### src/rtl/multicycle_ctrl.sv
// Control unit for a multicycle MIPS-subset datapath (add, slt, lw, sw, addi, beq).
// Moore-style control decode plus a retired-instruction counter.
module multicycle_ctrl #(
    parameter int CNT_W = 16
) (
    input  logic             clk,
    input  logic             rst,
    input  logic [5:0]       opcode,
    input  logic [5:0]       funct,
    input  logic             zero,
    input  logic             mem_ready,
    output logic             mem_req,
    output logic             mem_we,
    output logic             iord,
    output logic             ir_write,
    output logic             pc_write,
    output logic             pc_src,
    output logic             target_write,
    output logic             reg_write,
    output logic             reg_dst,
    output logic             mem_to_reg,
    output logic             alu_src_a,
    output logic             illegal,
    output logic [1:0]       alu_src_b,
    output logic [2:0]       alu_op,
    output logic [3:0]       state,
    output logic [CNT_W-1:0] retired
);

    localparam logic [3:0] S_RESET  = 4'd0;
    localparam logic [3:0] S_FETCH  = 4'd1;
    localparam logic [3:0] S_DECODE = 4'd2;
    localparam logic [3:0] S_EXEC_R = 4'd3;
    localparam logic [3:0] S_WB_R   = 4'd4;
    localparam logic [3:0] S_ADDR   = 4'd5;
    localparam logic [3:0] S_MEM_RD = 4'd6;
    localparam logic [3:0] S_WB_MEM = 4'd7;
    localparam logic [3:0] S_MEM_WR = 4'd8;
    localparam logic [3:0] S_EXEC_I = 4'd9;
    localparam logic [3:0] S_WB_I   = 4'd10;
    localparam logic [3:0] S_BRANCH = 4'd11;
    localparam logic [3:0] S_TRAP   = 4'd12;

    localparam logic [5:0] OP_RTYPE = 6'h00;
    localparam logic [5:0] OP_LW    = 6'h23;
    localparam logic [5:0] OP_SW    = 6'h2B;
    localparam logic [5:0] OP_ADDI  = 6'h08;
    localparam logic [5:0] OP_BEQ   = 6'h04;
    localparam logic [5:0] FN_ADD   = 6'h20;
    localparam logic [5:0] FN_SLT   = 6'h2A;

    localparam logic [2:0] ALU_ADD  = 3'b000;
    localparam logic [2:0] ALU_SLT  = 3'b100;
    localparam logic [2:0] ALU_SUB  = 3'b110;

    logic [3:0]       state_reg;
    logic [3:0]       state_next;
    logic             hold_reg;
    logic [CNT_W-1:0] retired_reg;
    logic             retire;

    // hold_reg keeps the FSM in RESET for the first edge after rst drops,
    // so FETCH is entered on the second rising edge after release.
    always_ff @(posedge clk or posedge rst) begin
        if (rst) begin
            state_reg   <= S_RESET;
            hold_reg    <= 1'b1;
            retired_reg <= '0;
        end else begin
            hold_reg  <= 1'b0;
            state_reg <= state_next;
            if (retire) begin
                retired_reg <= retired_reg + CNT_W'(1);
            end
        end
    end

    always_comb begin
        state_next = state_reg;
        case (state_reg)
            S_RESET:  state_next = hold_reg ? S_RESET : S_FETCH;
            S_FETCH:  state_next = mem_ready ? S_DECODE : S_FETCH;
            S_DECODE: begin
                if (opcode == OP_RTYPE && (funct == FN_ADD || funct == FN_SLT)) begin
                    state_next = S_EXEC_R;
                end else if (opcode == OP_LW || opcode == OP_SW) begin
                    state_next = S_ADDR;
                end else if (opcode == OP_ADDI) begin
                    state_next = S_EXEC_I;
                end else if (opcode == OP_BEQ) begin
                    state_next = S_BRANCH;
                end else begin
                    state_next = S_TRAP;
                end
            end
            S_EXEC_R: state_next = S_WB_R;
            S_WB_R:   state_next = S_FETCH;
            // Only lw or sw can reach ADDR, so anything but lw is a store.
            S_ADDR:   state_next = (opcode == OP_LW) ? S_MEM_RD : S_MEM_WR;
            S_MEM_RD: state_next = mem_ready ? S_WB_MEM : S_MEM_RD;
            S_WB_MEM: state_next = S_FETCH;
            S_MEM_WR: state_next = mem_ready ? S_FETCH : S_MEM_WR;
            S_EXEC_I: state_next = S_WB_I;
            S_WB_I:   state_next = S_FETCH;
            S_BRANCH: state_next = S_FETCH;
            S_TRAP:   state_next = S_TRAP;
            default:  state_next = S_TRAP;
        endcase
    end

    always_comb begin
        retire = 1'b0;
        case (state_reg)
            S_WB_R, S_WB_MEM, S_WB_I, S_BRANCH: retire = 1'b1;
            S_MEM_WR:                           retire = mem_ready;
            default:                            retire = 1'b0;
        endcase
    end

    always_comb begin
        mem_req      = 1'b0;
        mem_we       = 1'b0;
        iord         = 1'b0;
        ir_write     = 1'b0;
        pc_write     = 1'b0;
        pc_src       = 1'b0;
        target_write = 1'b0;
        reg_write    = 1'b0;
        reg_dst      = 1'b0;
        mem_to_reg   = 1'b0;
        alu_src_a    = 1'b0;
        illegal      = 1'b0;
        alu_src_b    = 2'd0;
        alu_op       = ALU_ADD;
        case (state_reg)
            S_FETCH: begin
                mem_req   = 1'b1;
                ir_write  = mem_ready;
                pc_write  = mem_ready;
                alu_src_b = 2'd1;
            end
            S_DECODE: begin
                target_write = 1'b1;
                alu_src_b    = 2'd3;
            end
            S_EXEC_R: begin
                alu_src_a = 1'b1;
                alu_op    = (funct == FN_SLT) ? ALU_SLT : ALU_ADD;
            end
            S_WB_R: begin
                reg_write = 1'b1;
                reg_dst   = 1'b1;
            end
            S_ADDR, S_EXEC_I: begin
                alu_src_a = 1'b1;
                alu_src_b = 2'd2;
            end
            S_MEM_RD: begin
                mem_req = 1'b1;
                iord    = 1'b1;
            end
            S_WB_MEM: begin
                reg_write  = 1'b1;
                mem_to_reg = 1'b1;
            end
            S_MEM_WR: begin
                mem_req = 1'b1;
                mem_we  = 1'b1;
                iord    = 1'b1;
            end
            S_WB_I: begin
                reg_write = 1'b1;
            end
            S_BRANCH: begin
                alu_src_a = 1'b1;
                alu_op    = ALU_SUB;
                pc_src    = 1'b1;
                pc_write  = zero;
            end
            S_TRAP: begin
                illegal = 1'b1;
            end
            default: begin
                illegal = 1'b0;
            end
        endcase
    end

    assign state   = state_reg;
    assign retired = retired_reg;

endmodule
### config.mk
export PLATFORM = sky130hd
export DESIGN_NAME = multicycle_ctrl
export DESIGN_NICKNAME = d
export VERILOG_FILES = /design/src/rtl/multicycle_ctrl.sv
export SDC_FILE = /design/constraint.sdc
export NUM_CORES = 1
export LEC_CHECK = 0
export CORE_MARGIN = 1
export CORE_UTILIZATION = 44
export DETAILED_ROUTE_END_ITERATION = 16
export PLACE_DENSITY = 0.79
export SETUP_SLACK_MARGIN = 0.4
export SYNTH_ARGS = -nofsm -noshare
export SYNTH_HDL_FRONTEND = slang
export SYNTH_SLANG_ARGS = --single-unit
### constraint.sdc
create_clock -name clk -period 2.46 [get_ports clk]
set_clock_uncertainty 0.2 [all_clocks]
set_input_delay 0.615 -clock clk [delete_from_list [all_inputs] [get_ports clk]]
set_output_delay 0.615 -clock clk [all_outputs]
set_load 0.05 [all_outputs]
==> metrics.cfg, run 1 <==
[placed_design]
numPortBuffers = 51
place.gp.congestion = 0.793
dp_hpwl_um = 3000
post-place-ws_ns = -0.425

[logic_synthesis]
syn_area_per_cell_um2 = 9.16
synthFlopType = dfrtp_1
yosys.area_share.simple_pct = 20.9
synth_edf_count = 0
ys_ff_latch = 21
synth_adder_area_share_pct = 0.870
ys_warn_count = 0
synth.area.top_cells = dfrtp_1 (35%), xnor2_1 (10%), o211ai_1 (4.7%)
yosysTopAreaCell = dfrtp_1
synth-compound-area-share_pct = 22.8
synth_top_family_by_area = compound AO/OA/AOI/OAI gates
synth-xor-area-share_pct = 11.0
seq_area_frac_synth_pct = 36.6
netlist.area_leader.share_pct = 34.8
synth_mux_area_share_pct = 0.783
ys_types = 47
synthCells = 157
synth_area_um2 = 1440
async_flop_share_pct = 100

[clock_network]
clock-sinks = 21
h-tree-depth = 1
postCtsHoldBufs = 0
cts_made_buffers = 3
cts-root-buf = clkbuf_4
cts_buffer_depth = 2

[die]
rows = 20
die-height_um = 59.2
pin_count = 53
start_util_pct = 46.7
die_x_um = 59.2

[status]
stop_stage = 5_1_grt
stop_error = [ERROR DPL-0038] Utilization greater than 100%, impossible to legalize
status = did not finish

[global_route]
grt_max_degree = 22

[timing]
crit_endpoint = alu_op[2]
worst_endpoint_kind = primary output

[synth_stat cells (2+ instances only)]
cell type / count
dfrtp_1: 20
xnor2_1: 17
nor2_1: 15
o211ai_1: 9
nand2_1: 8
o21ai_0: 8
nor3_1: 6
nand2b_1: 5
a21o_1: 4
buf_2: 4
clkbuf_1: 4
inv_1: 4
o2111ai_1: 4
and3_1: 3
buf_4: 3
nor2b_1: 3
a21boi_0: 2
and2_1: 2
buf_6: 2
nand3b_1: 2
nand4_1: 2
nor4_1: 2
o2111ai_2: 2
o311ai_0: 2
o311ai_1: 2
[kinds of logic after synthesis]
| family | count (synthesis) |
|---|---|
| other | 1 |
| muxes | 1 |
| AOI/OAI and AO/OA | 42 |
| buffers and inverters | 18 |
| DFF | 21 |
| xor gates and xnor gates | 18 |
| adders and majority gates | 1 |
| and+or+nand+nor | 55 |
[what timing repair did]
item                       CTS
setup buffers               34
cloned                       0
pin swaps                   32
setup endpoints to repair   46
resized for setup          122
[stage by stage]
| stage | utilization, % | TNS [ns] | instances | cell area [µm²] | hold WS (ns) |
|---|---|---|---|---|---|
| 4_1_cts | 96.0 | -0.119 | 291 | 2960 | 0.293 |
| 3_5_place_dp | 77.8 | -1.09 | 253 | 2390 | 0.270 |
| 3_3_place_gp | 77.8 | -0.869 | 253 | 2390 | 0.256 |
| 2_1_floorplan | - | -0.288 | 158 | 1700 | 0.391 |
==> run 2: changes to the inputs <==
CORE_UTILIZATION = 30   (was 44)
PLACE_DENSITY = unset   (was 0.79)
PLACE_DENSITY_LB_ADDON = 0.15   (was unset)
SETUP_SLACK_MARGIN = unset   (was 0.4)
==> run 2 against run 1 <==
Net effect:
- area after synthesis did not move
- the flow now finishes, with violations (DRC, setup timing)
- synthesized cell count did not move
==> metrics.cfg, run 2 <==
[die]
rows = 24  ; +20%
pin_count = 53  ; unchanged
start_util_pct = 32.2  ; -15 points
core_um2 = 4470
die-height_um = 71.3  ; +20%
die_area_um2 = 5080
die_x_um = 71.3  ; +20%

[logic_synthesis]
ys_ff_latch = 21  ; unchanged
synth_mux_area_share_pct = 0.783  ; unchanged
async_flop_share_pct = 100  ; unchanged
ys_warn_count = 0  ; unchanged
syn_area_per_cell_um2 = 9.16  ; unchanged
seq_area_frac_synth_pct = 36.6  ; unchanged
yosys.area_share.simple_pct = 20.9  ; unchanged
yosysTopAreaCell = dfrtp_1
synth_top_family_by_area = compound AO/OA/AOI/OAI gates
synthFlopType = dfrtp_1
synth_commonest_cells = dfrtp_1 (20), xnor2_1 (17), nor2_1 (15)
ys_types = 47  ; unchanged
synth.area.top_cells = dfrtp_1 (35%), xnor2_1 (10%), o211ai_1 (4.7%)
synth-compound-area-share_pct = 22.8  ; unchanged
synth_edf_count = 0  ; unchanged
synthCells = 157  ; unchanged
synth_area_um2 = 1440  ; unchanged
yosysMostFrequentCell = dfrtp_1
synth_adder_area_share_pct = 0.870  ; unchanged
netlist.area_leader.share_pct = 34.8  ; unchanged
synth-xor-area-share_pct = 11.0  ; unchanged

[global_route]
antenna_found_initial = 0
grt_max_degree = 22
grt_pass1_vias = 1352
grt_use_total_pct = 16.1
grt_pass1_wl_um = 6530
overflow = 0

[clock_network]
h-tree-depth = 1  ; unchanged
cts_made_buffers = 3  ; unchanged
cts_buffer_depth = 2  ; unchanged
clkTransAtPathRegs_ns = 0.07
clock-sinks = 21  ; unchanged
cts-root-buf = clkbuf_8
clock_latency_ns = 0.26
cts_tree = built
postCtsHoldBufs = 0  ; unchanged

[cells_and_area]
final_common_cell = clkdlybuf4s50_1
diodes = 0
nets = 231
fin_area_um2 = 2410
area.growth.synth_to_final_pct = 67.3
mostFrequentLayoutCells = clkdlybuf4s50_1 (25), buf_12 (18), xnor2_1 (17)
fin_util_pct = 53.8
instances_no_fill = 265
drive_gt1_share_pct = 34.3
largest_register_ffs = 16

[timing]
relSlewSlack_pct = 64.9
setup_ws_ns = -0.0580
setup-tns-final_ns = -0.0580
grt_setup_unrepaired = yes
drv_slew = 0
finalSetupViolCount = 1
fin_crit_ns = 2.52
worst_slew_pin_slew_ns = 0.525
fin_crit_sh_pct = 102
fmax_ghz = 0.397
hold_violations = 0

[power_and_ir_drop]
ir_drop_mv = 0.166
p_leak_uw = 0.000923
powerDensity_nw_per_um2 = 260

[worst_setup_path]
path_max_fanout = 2
worstPathRequired_ns = 1.64
worstSetupPathType = input port to output pin
start_kind = input port
end_kind = output pin
arrival_ns = 1.70

[detailed_routing]
via_per_inst = 5.20
ant_nets = 0
route.detailed.wl_per_inst_um = 14.3
first_pass_iters = 10
drc = 2
vias = 1377
drt_iter0_markers = 46
wl_um = 3780

[placed_design]
dpl_cell_area_um2 = 2340  ; -2.4%
place.gp.congestion = 0.889  ; +12%
placed_cells = 260  ; +2.8%
numPortBuffers = 51  ; unchanged
post-place-ws_ns = -0.411  ; +0.0141 ns
dp_hpwl_um = 3030  ; +1.3%

[worst_hold_path]
hp-class = flip-flop to flip-flop

[status]
status = finished, violations left
violations = DRC, setup timing

[run]
drv_cap = 0

## run 2: through the flow
| stage | hold slack [ns] | power [µW] |
|---|---|---|
| detailed placement | 0.269 | 408 |
| global route | 0.318 | 658 |
| finish | 0.278 | 625 |
| global placement | 0.271 | 406 |
| CTS | 0.288 | 634 |
| floorplan | 0.391 | 373 |
## run 2: power by group
group / internal (µW) / leakage (µW) / switching [µW]
clock network: 115 / 0.0000228 / 109
logic: 29.2 / 0.000630 / 24.6
registers: 346 / 0.000270 / 0.232
total: 491 / 0.000923 / 134
## run 2: area by class of cell
| class | instances | area [µm²] |
|---|---|---|
| Sequential cell | 21 | 532 |
| Clock buffer | 4 | 45.0 |
| Multi-Input combinational cell | 119 | 970 |
| Timing Repair Buffer | 65 | 781 |
| Tap cell | 52 | 65.1 |
| Fill cell | 400 | 2070 |
| Inverter | 4 | 15.0 |
## run 2: kinds of logic (layout without fill, tap and decap cells)
kind of cell,count (synthesis),after routing
other cells,1,2
fa+ha+maj,1,1
xor+xnor,18,18
flops,21,21
simple gates,55,55
buf+inv,18,73
compound gates,42,42
mux,1,1
## run 2: path summary, 6_finish.rpt
kind | start | to | slack, ns | depth (start not counted)
hold / removal | retired[15] | retired[15] | 0.28 | 1
setup reg to reg | state[2] | retired[14] | 0.37 | 5
hold reg to reg | retired[15] | retired[15] | 0.28 | 1
max in group asynchronous | rst | hold_reg | 1.31 | 3
min in group asynchronous | rst | retired[3] | 0.47 | 3
setup / recovery | funct[2] | alu_op[2] | -0.06 | 6
## run 2: worst max-delay path, stage by stage
cell     delay [ns]
buf_6          0.09
or4b_4         0.53
inv_2          0.08
a31oi_4        0.08
nor3_4         0.15
buf_12         0.16
## run 2: what timing repair did
item / in CTS / in global routing
pin swaps: 3 / 1
endpoints found under the setup margin: 1 / 7
setup buffers: 1 / 0
resized for setup: 17 / 6
## run 2: routing by layer
metal	vias to the layer above	track usage [%]	routed length [µm]
li1	680	-	-
met1	670	23.1	1790
met2	25	26.0	1840
met3	2	3.09	136
met4	0	2.00	14
met5	-	0	0
Note: power is estimated with default switching activity, not from simulation.
==> run 3: changes to the inputs <==
CORE_AREA = 2 2 63 65   (was unset)
CORE_MARGIN = unset   (was 1)
CORE_UTILIZATION = unset   (was 30)
DIE_AREA = 0 0 65 67   (was unset)
HOLD_SLACK_MARGIN = 0.06   (was unset)
==> run 3 against run 2 <==
Net effect:
- the run ends with setup timing left
- sequential share of layout area shrank 0.16 points
- worst setup slack lost 0.023 ns
- wire length shrank 0.82%
- clock-buffer cell count is the same
- global-route usage grew 1.9 points
- critical path depth is the same
- utilization grew 13 points
- worst hold slack lost 0.0052 ns
- highest routed layer unchanged
==> metrics.cfg, run 3 (synthesis results as in run 2) <==
[timing]
fin_crit_sh_pct = 103  ; +0.95 points
worst_slew_pin_slew_ns = 0.518  ; -0.00691 ns
grt_setup_unrepaired = yes
setup_ws_ns = -0.0813  ; -0.0233 ns
fin_crit_ns = 2.54  ; +0.0233 ns
fmax_ghz = 0.393  ; -0.92%
finalSetupViolCount = 1  ; unchanged
relSlewSlack_pct = 65.4  ; +0.46 points
hold_violations = 0  ; unchanged
drv_slew = 0  ; unchanged

[placed_design]
post-place-ws_ns = -0.481  ; -0.0702 ns
dp_hpwl_um = 2920  ; -3.7%
numPortBuffers = 51  ; unchanged
placed_cells = 260  ; unchanged
place.gp.congestion = 0.803  ; -9.6%

[detailed_routing]
route.detailed.wl_per_inst_um = 14.1  ; -1.2%
drt_iter0_markers = 62  ; +35%
via_per_inst = 5.34  ; +2.8%
first_pass_iters = 4  ; -6
vias = 1421  ; +3.2%
wl_um = 3750  ; -0.82%
drc = 0  ; -2
ant_nets = 0  ; unchanged

[power_and_ir_drop]
p_leak_uw = 0.000950  ; +2.9%
p_sw_uw = 131  ; -1.9%
power.share.clock_pct = 35.5  ; -0.4 points
seq_power_share_pct = 55.6  ; about the same
pwr-share-comb_pct = 8.9  ; +0.3 points
p_sw_share_pct = 21.1  ; -0.35 points
ir_drop_mv = 0.309  ; +86%
powerDensity_nw_per_um2 = 257  ; -0.94%
internal_power_uw = 492  ; +0.23%

[clock_network]
clock-sinks = 21  ; unchanged
clkTransAtPathRegs_ns = 0.07  ; about the same
clock_latency_ns = 0.25  ; about the same
cts-root-buf = clkbuf_8
cts_made_buffers = 3  ; unchanged
cts_tree = built
h-tree-depth = 1  ; unchanged
cts_buffer_depth = 2  ; unchanged
postCtsHoldBufs = 0  ; unchanged

[global_route]
antenna_found_initial = 0  ; unchanged
grt_use_total_pct = 18.1  ; +1.9 points
grt_pass1_wl_um = 6130  ; -6.0%
overflow = 0  ; unchanged
grt_max_degree = 22  ; unchanged
grt_pass1_vias = 1384  ; +2.4%

[cells_and_area]
mostFrequentLayoutCells = clkdlybuf4s50_1 (25), buf_4 (23), xnor2_1 (17), buf_12 (17), dfrtp_1 (16)
final_common_cell = clkdlybuf4s50_1
fillers = 289  ; -28%
drive_gt1_share_pct = 35.3  ; +1.0 points
diodes = 0  ; unchanged
instances_no_fill = 266  ; +0.38%
fin_util_pct = 67.2  ; +13 points
nets = 236  ; +2.2%
area.growth.synth_to_final_pct = 68.5
largest_register_ffs = 16  ; unchanged

[worst_hold_path]
hp-class = flip-flop to flip-flop

[worst_setup_path]
worstSetupPathType = input port to output pin
path_max_fanout = 2  ; unchanged
end_kind = output pin
worstPathRequired_ns = 1.64  ; about the same
start_kind = input port
arrival_ns = 1.73  ; +0.03 ns

[die]
die_area_um2 = 4360  ; -14%
start_util_pct = 39.9  ; +7.7 points
pin_count = 53  ; unchanged
rows = 22  ; -8.3%
die_x_um = 65  ; -8.8%
core_um2 = 3610  ; -19%
die-height_um = 67  ; -6.0%

[status]
status = finished, violations left
violations = setup timing

[run]
drv_cap = 0  ; unchanged

==> run 3: area by class of cell <==
class	count	area, µm²	share of cell area [%]
Sequential cell	21	532	21.9
Tap cell	48	60.1	2.48
Inverter	4	15.0	0.619
Clock buffer	4	45.0	1.86
Multi-Input combinational cell	119	975	40.2
Timing Repair Buffer	70	798	32.9
==> run 3: stage by stage <==
stage               total power (µW)  hold slack (ns)  cell area, µm²  setup TNS, ns
floorplan                        373            0.391            1590         -0.484
finish                           623            0.273            2420        -0.0813
detailed placement               410            0.265            2350          -1.20
global route                     652            0.290            2420         -0.125
global placement                 409            0.259            2350         -0.876
CTS                              631            0.281            2410         -0.173
==> run 3: metal layers <==
metal / vias up / GRT usage (%) / wire (µm)
met5: - / 0 / 0
met4: 0 / 4.79 / 27
met3: 4 / 3.89 / 186
met2: 44 / 31.2 / 1880
met1: 685 / 22.8 / 1660
li1: 688 / - / -
==> run 3: power by group through the flow <==
stage / sequential, µW / combinational (µW) / clock (µW)
after floorplan: 353 / 19.3 / 0
after global placement: 353 / 55.2 / 0
after detailed placement: 353 / 56.8 / 0
after CTS: 347 / 56.6 / 228
after global routing: 347 / 60.4 / 245
final: 347 / 55.3 / 222
==> run 3: critical path: stages <==
cell and delay (ns):
buf_6 0.09, or4b_4 0.53, inv_2 0.08, a31oi_4 0.10, nor3_4 0.16, buf_12 0.16
==> run 3: worst paths after layout <==
check	slack [ns]	startpoint	depth (start not counted)	endpoint
setup reg to reg	0.29	state[1]	6	retired[8]
hold reg to reg	0.27	retired[15]	1	retired[15]
setup / recovery	-0.08	funct[2]	6	alu_op[2]
max in group asynchronous	1.32	rst	3	hold_reg
min in group asynchronous	0.48	rst	3	retired[1]
hold / removal	0.27	retired[15]	1	retired[15]
==> run 3: timing repair <==
action / CTS / global route
resized for setup: 18 / 4
pin swaps: 3 / 3
hold endpoints to repair: 0 / 0
setup buffers: 0 / 2
endpoints found under the setup margin: 4 / 5
